==> config.mk <==
export PLATFORM = sky130hd
export DESIGN_NAME = x_uart_rx_flat
export DESIGN_NICKNAME = d
export VERILOG_FILES = /design/src/rtl/uart_pkg.sv /design/src/rtl/x_uart_rx_if.sv /design/src/rtl/x_uart_bit_timer.sv /design/src/rtl/x_uart_rx.sv /design/src/flat_wrapper.sv
export SDC_FILE = /design/constraint.sdc
export NUM_CORES = 1
export LEC_CHECK = 0
export CAP_MARGIN = 15
export CORE_MARGIN = 8
export CORE_UTILIZATION = 30
export CTS_CLUSTER_SIZE = 25
export DETAILED_ROUTE_END_ITERATION = 10
export PLACE_DENSITY = 0.6
export SLEW_MARGIN = 20
export SYNTH_ARGS = -nofsm -noshare
export SYNTH_HDL_FRONTEND = slang
export SYNTH_SLANG_ARGS = --single-unit
==> constraint.sdc <==
create_clock -name i_clk -period 1.75 [get_ports i_clk]
set_input_delay 0.175 -clock i_clk [delete_from_list [all_inputs] [get_ports i_clk]]
set_output_delay 0.175 -clock i_clk [all_outputs]
set_load 0.01 [all_outputs]
==> src/rtl/uart_pkg.sv <==
// uart_pkg: shared UART receiver state type, frame width and bit-timer sizing helper.
package uart_pkg;
   typedef enum logic [3:0] {IDLE, START, D0, D1, D2, D3, D4, D5, D6, D7, PAR, STOP} uart_rx_sm_t;
   localparam int p_uart_length = 8;
   function automatic int uart_timer_top(input int clk_hz, input int baud);
      return clk_hz / baud;
   endfunction
endpackage

==> src/rtl/x_uart_rx_if.sv <==
// x_uart_rx_if: received-byte valid/ready handshake plus error and status strobes.
interface x_uart_rx_if;
   import uart_pkg::*;
   logic [p_uart_length-1:0] o_data;
   logic o_valid, i_ready, o_frame_err, o_overrun, o_parity_err, o_busy;
   modport master (output o_data, o_valid, o_frame_err, o_overrun, o_parity_err, o_busy, input i_ready);
   modport slave (input o_data, o_valid, o_frame_err, o_overrun, o_parity_err, o_busy, output i_ready);
endinterface

==> src/rtl/x_uart_bit_timer.sv <==
// x_uart_bit_timer: bit-period counter 0..p_top-1 with end-of-period and mid-period strobes.
module x_uart_bit_timer #(
   parameter int p_top = 10
) (
   input  logic i_clk,
   input  logic i_rst,
   input  logic clr,
   input  logic en,
   output logic tick,
   output logic half
);
   localparam int w = p_top > 1 ? $clog2(p_top) : 1;
   localparam logic [w-1:0] c_top = w'(p_top - 1);
   localparam logic [w-1:0] c_half = w'(p_top / 2 - 1);
   logic [w-1:0] cnt;
   always_ff @(posedge i_clk or posedge i_rst)
      if (i_rst) cnt <= '0;
      else if (clr) cnt <= '0;
      else if (en) cnt <= tick ? '0 : cnt + 1'b1;
   assign tick = cnt == c_top;
   assign half = cnt == c_half;
endmodule

==> src/rtl/x_uart_rx.sv <==
// x_uart_rx: 8N1 UART receiver with a one-entry holding register and error strobes.
// Define UART_RX_PARITY_EN to insert an even-parity bit check between D7 and STOP.
module x_uart_rx
   import uart_pkg::*;
#(
   parameter int p_clk_hz = 79500000,
   parameter int p_baud   = 115200
) (
   input  logic        i_clk,
   input  logic        i_rst,
   input  logic        i_uart_rx,
   x_uart_rx_if.master bus
);
   localparam int p_timer_top = uart_timer_top(p_clk_hz, p_baud);
`ifdef UART_RX_PARITY_EN
   localparam uart_rx_sm_t after_d7 = PAR;
   logic par_bad;
`else
   localparam uart_rx_sm_t after_d7 = STOP;
   localparam logic par_bad = 1'b0;
   assign bus.o_parity_err = 1'b0;
`endif
   uart_rx_sm_t state;
   logic p1, p2, tick, half, start, clr;
   logic [p_uart_length-1:0] sr;
   assign start = state == IDLE && !p1 && p2;
   // restarting the timer at mid start bit puts every later tick mid-bit
   assign clr = start || (state == START && half && !p1);
   assign bus.o_busy = state != IDLE;
   x_uart_bit_timer #(.p_top(p_timer_top)) u_timer (
      .i_clk, .i_rst, .clr, .en(bus.o_busy), .tick, .half
   );
   always_ff @(posedge i_clk or posedge i_rst)
      if (i_rst) begin
         p1 <= 1'b1;
         p2 <= 1'b1;
         state <= IDLE;
         sr <= '0;
         bus.o_data <= '0;
         bus.o_valid <= 1'b0;
         bus.o_frame_err <= 1'b0;
         bus.o_overrun <= 1'b0;
`ifdef UART_RX_PARITY_EN
         bus.o_parity_err <= 1'b0;
         par_bad <= 1'b0;
`endif
      end else begin
         p1 <= i_uart_rx;
         p2 <= p1;
         bus.o_frame_err <= 1'b0;
         bus.o_overrun <= 1'b0;
`ifdef UART_RX_PARITY_EN
         bus.o_parity_err <= 1'b0;
`endif
         if (bus.o_valid && bus.i_ready) bus.o_valid <= 1'b0;
         case (state)
            IDLE: if (start) state <= START;
            START: if (half) state <= p1 ? IDLE : D0;
            D0, D1, D2, D3, D4, D5, D6, D7:
               if (tick) begin
                  sr <= {p1, sr[p_uart_length-1:1]};
                  state <= state == D7 ? after_d7 : uart_rx_sm_t'(state + 4'd1);
               end
`ifdef UART_RX_PARITY_EN
            PAR:
               if (tick) begin
                  par_bad <= p1 != ^sr;
                  bus.o_parity_err <= p1 != ^sr;
                  state <= STOP;
               end
`endif
            STOP:
               if (tick) begin
                  state <= IDLE;
                  if (!p1) bus.o_frame_err <= 1'b1;
                  else if (!par_bad) begin
                     if (bus.o_valid && !bus.i_ready) bus.o_overrun <= 1'b1;
                     else begin
                        bus.o_data <= sr;
                        bus.o_valid <= 1'b1;
                     end
                  end
               end
            default: state <= IDLE;
         endcase
      end
endmodule
==> src/flat_wrapper.sv <==
// flat-port wrapper written by rule: the top's interface ports become plain ports
module x_uart_rx_flat import uart_pkg::*;
#(
   parameter int p_clk_hz = 79500000,
   parameter int p_baud   = 115200
)
  (i_clk, i_rst, i_uart_rx, bus_o_data, bus_o_valid, bus_o_frame_err, bus_o_overrun, bus_o_parity_err, bus_o_busy, bus_i_ready);
  x_uart_rx_if bus_i ();
  input  logic i_clk;
  input  logic i_rst;
  input  logic i_uart_rx;
  output wire logic [$bits(bus_i.o_data)-1:0] bus_o_data;
  output wire logic [$bits(bus_i.o_valid)-1:0] bus_o_valid;
  output wire logic [$bits(bus_i.o_frame_err)-1:0] bus_o_frame_err;
  output wire logic [$bits(bus_i.o_overrun)-1:0] bus_o_overrun;
  output wire logic [$bits(bus_i.o_parity_err)-1:0] bus_o_parity_err;
  output wire logic [$bits(bus_i.o_busy)-1:0] bus_o_busy;
  input wire logic [$bits(bus_i.i_ready)-1:0] bus_i_ready;
  assign bus_o_data = bus_i.o_data;
  assign bus_o_valid = bus_i.o_valid;
  assign bus_o_frame_err = bus_i.o_frame_err;
  assign bus_o_overrun = bus_i.o_overrun;
  assign bus_o_parity_err = bus_i.o_parity_err;
  assign bus_o_busy = bus_i.o_busy;
  assign bus_i.i_ready = bus_i_ready;
  x_uart_rx #(.p_clk_hz(p_clk_hz), .p_baud(p_baud)) u_core (.i_clk(i_clk), .i_rst(i_rst), .i_uart_rx(i_uart_rx), .bus(bus_i));
endmodule
==> results.md <==
- Area Growth Syn to Fin: 49.3%
- Fraction of registers with async set/reset: 100%
- Max cap viols: 0
- Top-area cell type share of the netlist area: 46.1%
- Clock Tree Buf Depth: 2
- Worst R2R Start: u_core.state[0]$_DFFE_PP0P_
- Fmax: 556 MHz
- ANT cells: 0
- GRT Overall Usage: 9.84%
- Initial Utilization: 30.6%
- Power Dens Cells: 1190 nW/um^2
- Busiest layer in global routing: met2
- Yosys warnings: 0
- Placer Congestion: 0.780
- Failing checks: negative setup slack
- Placed Cells incl. Taps: around 280
- Placement Cell Area: 2300 um^2
- Die area: 8710 um^2
- Pin count of the biggest net entering global routing: 36
- Power Total: 3190 uW
- HP Class: primary input to async pin
- Util after Layout: between 40% and 50%
- Outcome: finished, violations left
- Met1 usage: 11.7%
- FP Rows: 28
- Drt pass-1 iters: 4
- Vias in the first global route: 1470
- Top_reg_cell synth: dfrtp_1
- Top post-synthesis cells by count: dfrtp_1, mux2_2, inv_1, ha_1, nand2_1
- H-tree depth: 2
- Mux cell area share after synthesis: 11.2%
- CTS sink cnt: 35
- Port buffer count: 15
- Grt met2 use: 15.8%
- Setup Skew: around 0.0063 ns
- Detailed-route DRC error count: 0
- Top cells by area, synth: dfrtp_1, mux2_2, ha_1, dfstp_2, inv_1
- Initial antenna violation count: 0
- Post-Synth Adder-Cell Area: 4.88%
- Hpwl dp: ~2.7 mm
- CTS tree: built
- Internal reg-to-reg setup slack: -0.05 ns
- CP startpoint kind: flop
- Syn_nets: 165
- Combinational family with the most area after synthesis: simple AND/OR/NAND/NOR gates
- Arr. time, crit path: approximately 2 ns
- Setup Viol. Count Final: 9
- DIE WIDTH: between 90 and 100 um
- Synth Area in Compound Gates: 9.77%
- CP Max Fanout: 4
- RSZ-0062 raised after global routing: true
- Hold_buf cts: 0
- EDFF count, synth: 0
- Yosys reg bits: 35
- Routed wire length: 3.97 mm
- Grt met3 use: under 10%
- Final Cycle Share: 103%
- R2r endpoint: u_core.u_timer.cnt[9]$_DFFE_PP0P_
- CP Data Required Time: roughly 2.0 ns
- Finished Cell Area: 2680 um^2
- Gate Count Post-Synth: 154
- Post-Synth XOR/XNOR Area: 2.93%
- Max-slew violation count: 0
- Net count, final: 230
- CORE AREA: 5850 um^2
- Final hold violation count: 0
- Leak pwr: 0.00120 uW
- Post-synthesis simple-gate area fraction: 17.6%
- Setup ws final: -0.0473 ns
- First-pass GRT wire length: 6.87 mm
- Detailed router's first-iteration violation count: 56
- Minimum clock period after layout: 1.80 ns
- Avg Cell Area, Syn: 11.6 um^2
- Critical path type: flop to flop
- FF-to-FF path depth: 7
- Cts bufs inserted: 5
- # IOs: 17
- Setup total negative slack: -0.116 ns
- Synth cell types: 49
- Vias: 1384
- Final ANT Viol Nets: 0
- Crit path capture type: flop
- Register area share after synthesis: 49.0%
- Die span in y: 93.3 um
- Vias per inst: ~4.7
- Cell Area, Synth: 1790 um^2
- Maximum VDD drop: 0.892 mV
- CTS clk-pin slew, worst paths: 0.08 ns
- Share of cells above drive strength 1: 47.3%
- WL/cell: 13.4 um
- Finished Layout Cells: 295
- Most frequent cell after synthesis: dfrtp_1
- Root Buffer Master: clkbuf_8
- Post-synth top area cell: dfrtp_1
- Worst skew pair latency: 0.29 ns
- Congestion Overflow GR: 0
-- final cells by class --
cell class	instances	area (um^2)
Sequential cell	35	878
Clock inverter	2	38.8
Inverter	11	41.3
Clock buffer	6	82.6
Tap cell	75	93.8
Multi-Input combinational cell	103	1010
Fill cell	521	3170
Timing Repair Buffer	63	533
-- metrics by stage --
step / hold WS [ns] / setup WS [ns]
after global placement: 0.399 / -0.174
after CTS: 0.287 / -0.0435
after detailed placement: 0.408 / -0.213
after global routing: 0.317 / -0.143
final: 0.274 / -0.0473
after floorplan: 0.179 / -0.0946
-- cell families after synthesis --
kind of cell    Yosys count
compound gates           26
flops                    35
buf+inv                  16
simple gates             45
other cells               1
mux                      18
xor+xnor                  6
fa+ha+maj                 7
-- critical path: stages (launching register included) --
cell and delay [ns]:
dfrtp_1 0.40, inv_2 0.08, ha_4 0.16, nor3b_4 0.16, inv_2 0.13, nor2_4 0.05
or4_4 0.54, a211oi_2 0.19
-- sequential cells by signal, indices dropped and copies added, names as in the netlist --
name,cells
u_core.bus.o_data,8
u_core.bus.o_frame_err,1
u_core.bus.o_overrun,1
u_core.bus.o_valid,1
u_core.p1,1
u_core.p2,1
u_core.sr,8
u_core.state,4
u_core.u_timer.cnt,10
-- routing by layer --
metal,vias to the layer above,share of wire [%]
met5,-,0
met1,675,46
met3,8,2.9
li1,682,-
met4,0,2.4
met2,19,49
-- how the worst max path moves through the flow --
| stage | endpoint | depth (start not counted) | from | slack [ns] |
|---|---|---|---|---|
| 2_1_floorplan | u_core.bus.o_data[0]$_DFFE_PP0P_ | 4 | u_core.u_timer.cnt[8]$_DFFE_PP0P_ | -0.09 |
| 3_3_place_gp | u_core.u_timer.cnt[9]$_DFFE_PP0P_ | 7 | u_core.state[0]$_DFFE_PP0P_ | -0.17 |
| 3_5_place_dp | u_core.u_timer.cnt[9]$_DFFE_PP0P_ | 7 | u_core.state[0]$_DFFE_PP0P_ | -0.21 |
| 4_1_cts | u_core.u_timer.cnt[9]$_DFFE_PP0P_ | 7 | u_core.state[0]$_DFFE_PP0P_ | -0.04 |
| 5_1_grt | u_core.u_timer.cnt[9]$_DFFE_PP0P_ | 7 | u_core.state[0]$_DFFE_PP0P_ | -0.14 |
| 6_report | u_core.u_timer.cnt[9]$_DFFE_PP0P_ | 7 | u_core.state[0]$_DFFE_PP0P_ | -0.05 |
-- power by group --
part | internal [uW] | leakage [uW] | total, uW | switching [uW]
registers | 892 | 0.000473 | 950 | 58.0
logic | 780 | 0.000669 | 1460 | 682
clock network | 469 | 0.0000618 | 778 | 309
total | 2140 | 0.00120 | 3190 | 1050
-- timing repair --
action,in CTS,in global routing
resized for setup,27,19
setup buffers,9,1
pin swaps,11,8
endpoints found under the hold margin,0,0
endpoints found under the setup margin,27,30
-- layout by cell type, fill, tap and decap left out, types with 2 or more instances in the layout --
| cell type | instances |
|---|---|
| a211oi_1 | 3 |
| ha_4 | 2 |
| xor2_1 | 2 |
| nand2b_1 | 4 |
| a21oi_1 | 4 |
| mux2i_1 | 2 |
| nor3b_2 | 2 |
| ha_1 | 4 |
| inv_2 | 3 |
| nand3b_1 | 3 |
| nand4_1 | 2 |
| o211ai_1 | 3 |
| or3_1 | 2 |
| clkbuf_8 | 6 |
| buf_6 | 4 |
| inv_1 | 8 |
| nor3_1 | 3 |
| xnor2_1 | 4 |
| mux2_4 | 9 |
| nand3_1 | 4 |
| nand2_1 | 5 |
| clkdlybuf4s50_1 | 14 |
| dfstp_2 | 2 |
| buf_4 | 43 |
| nor2_1 | 5 |
| mux2_2 | 7 |
| dfrtp_1 | 33 |
(Power assumes the default switching activity.)
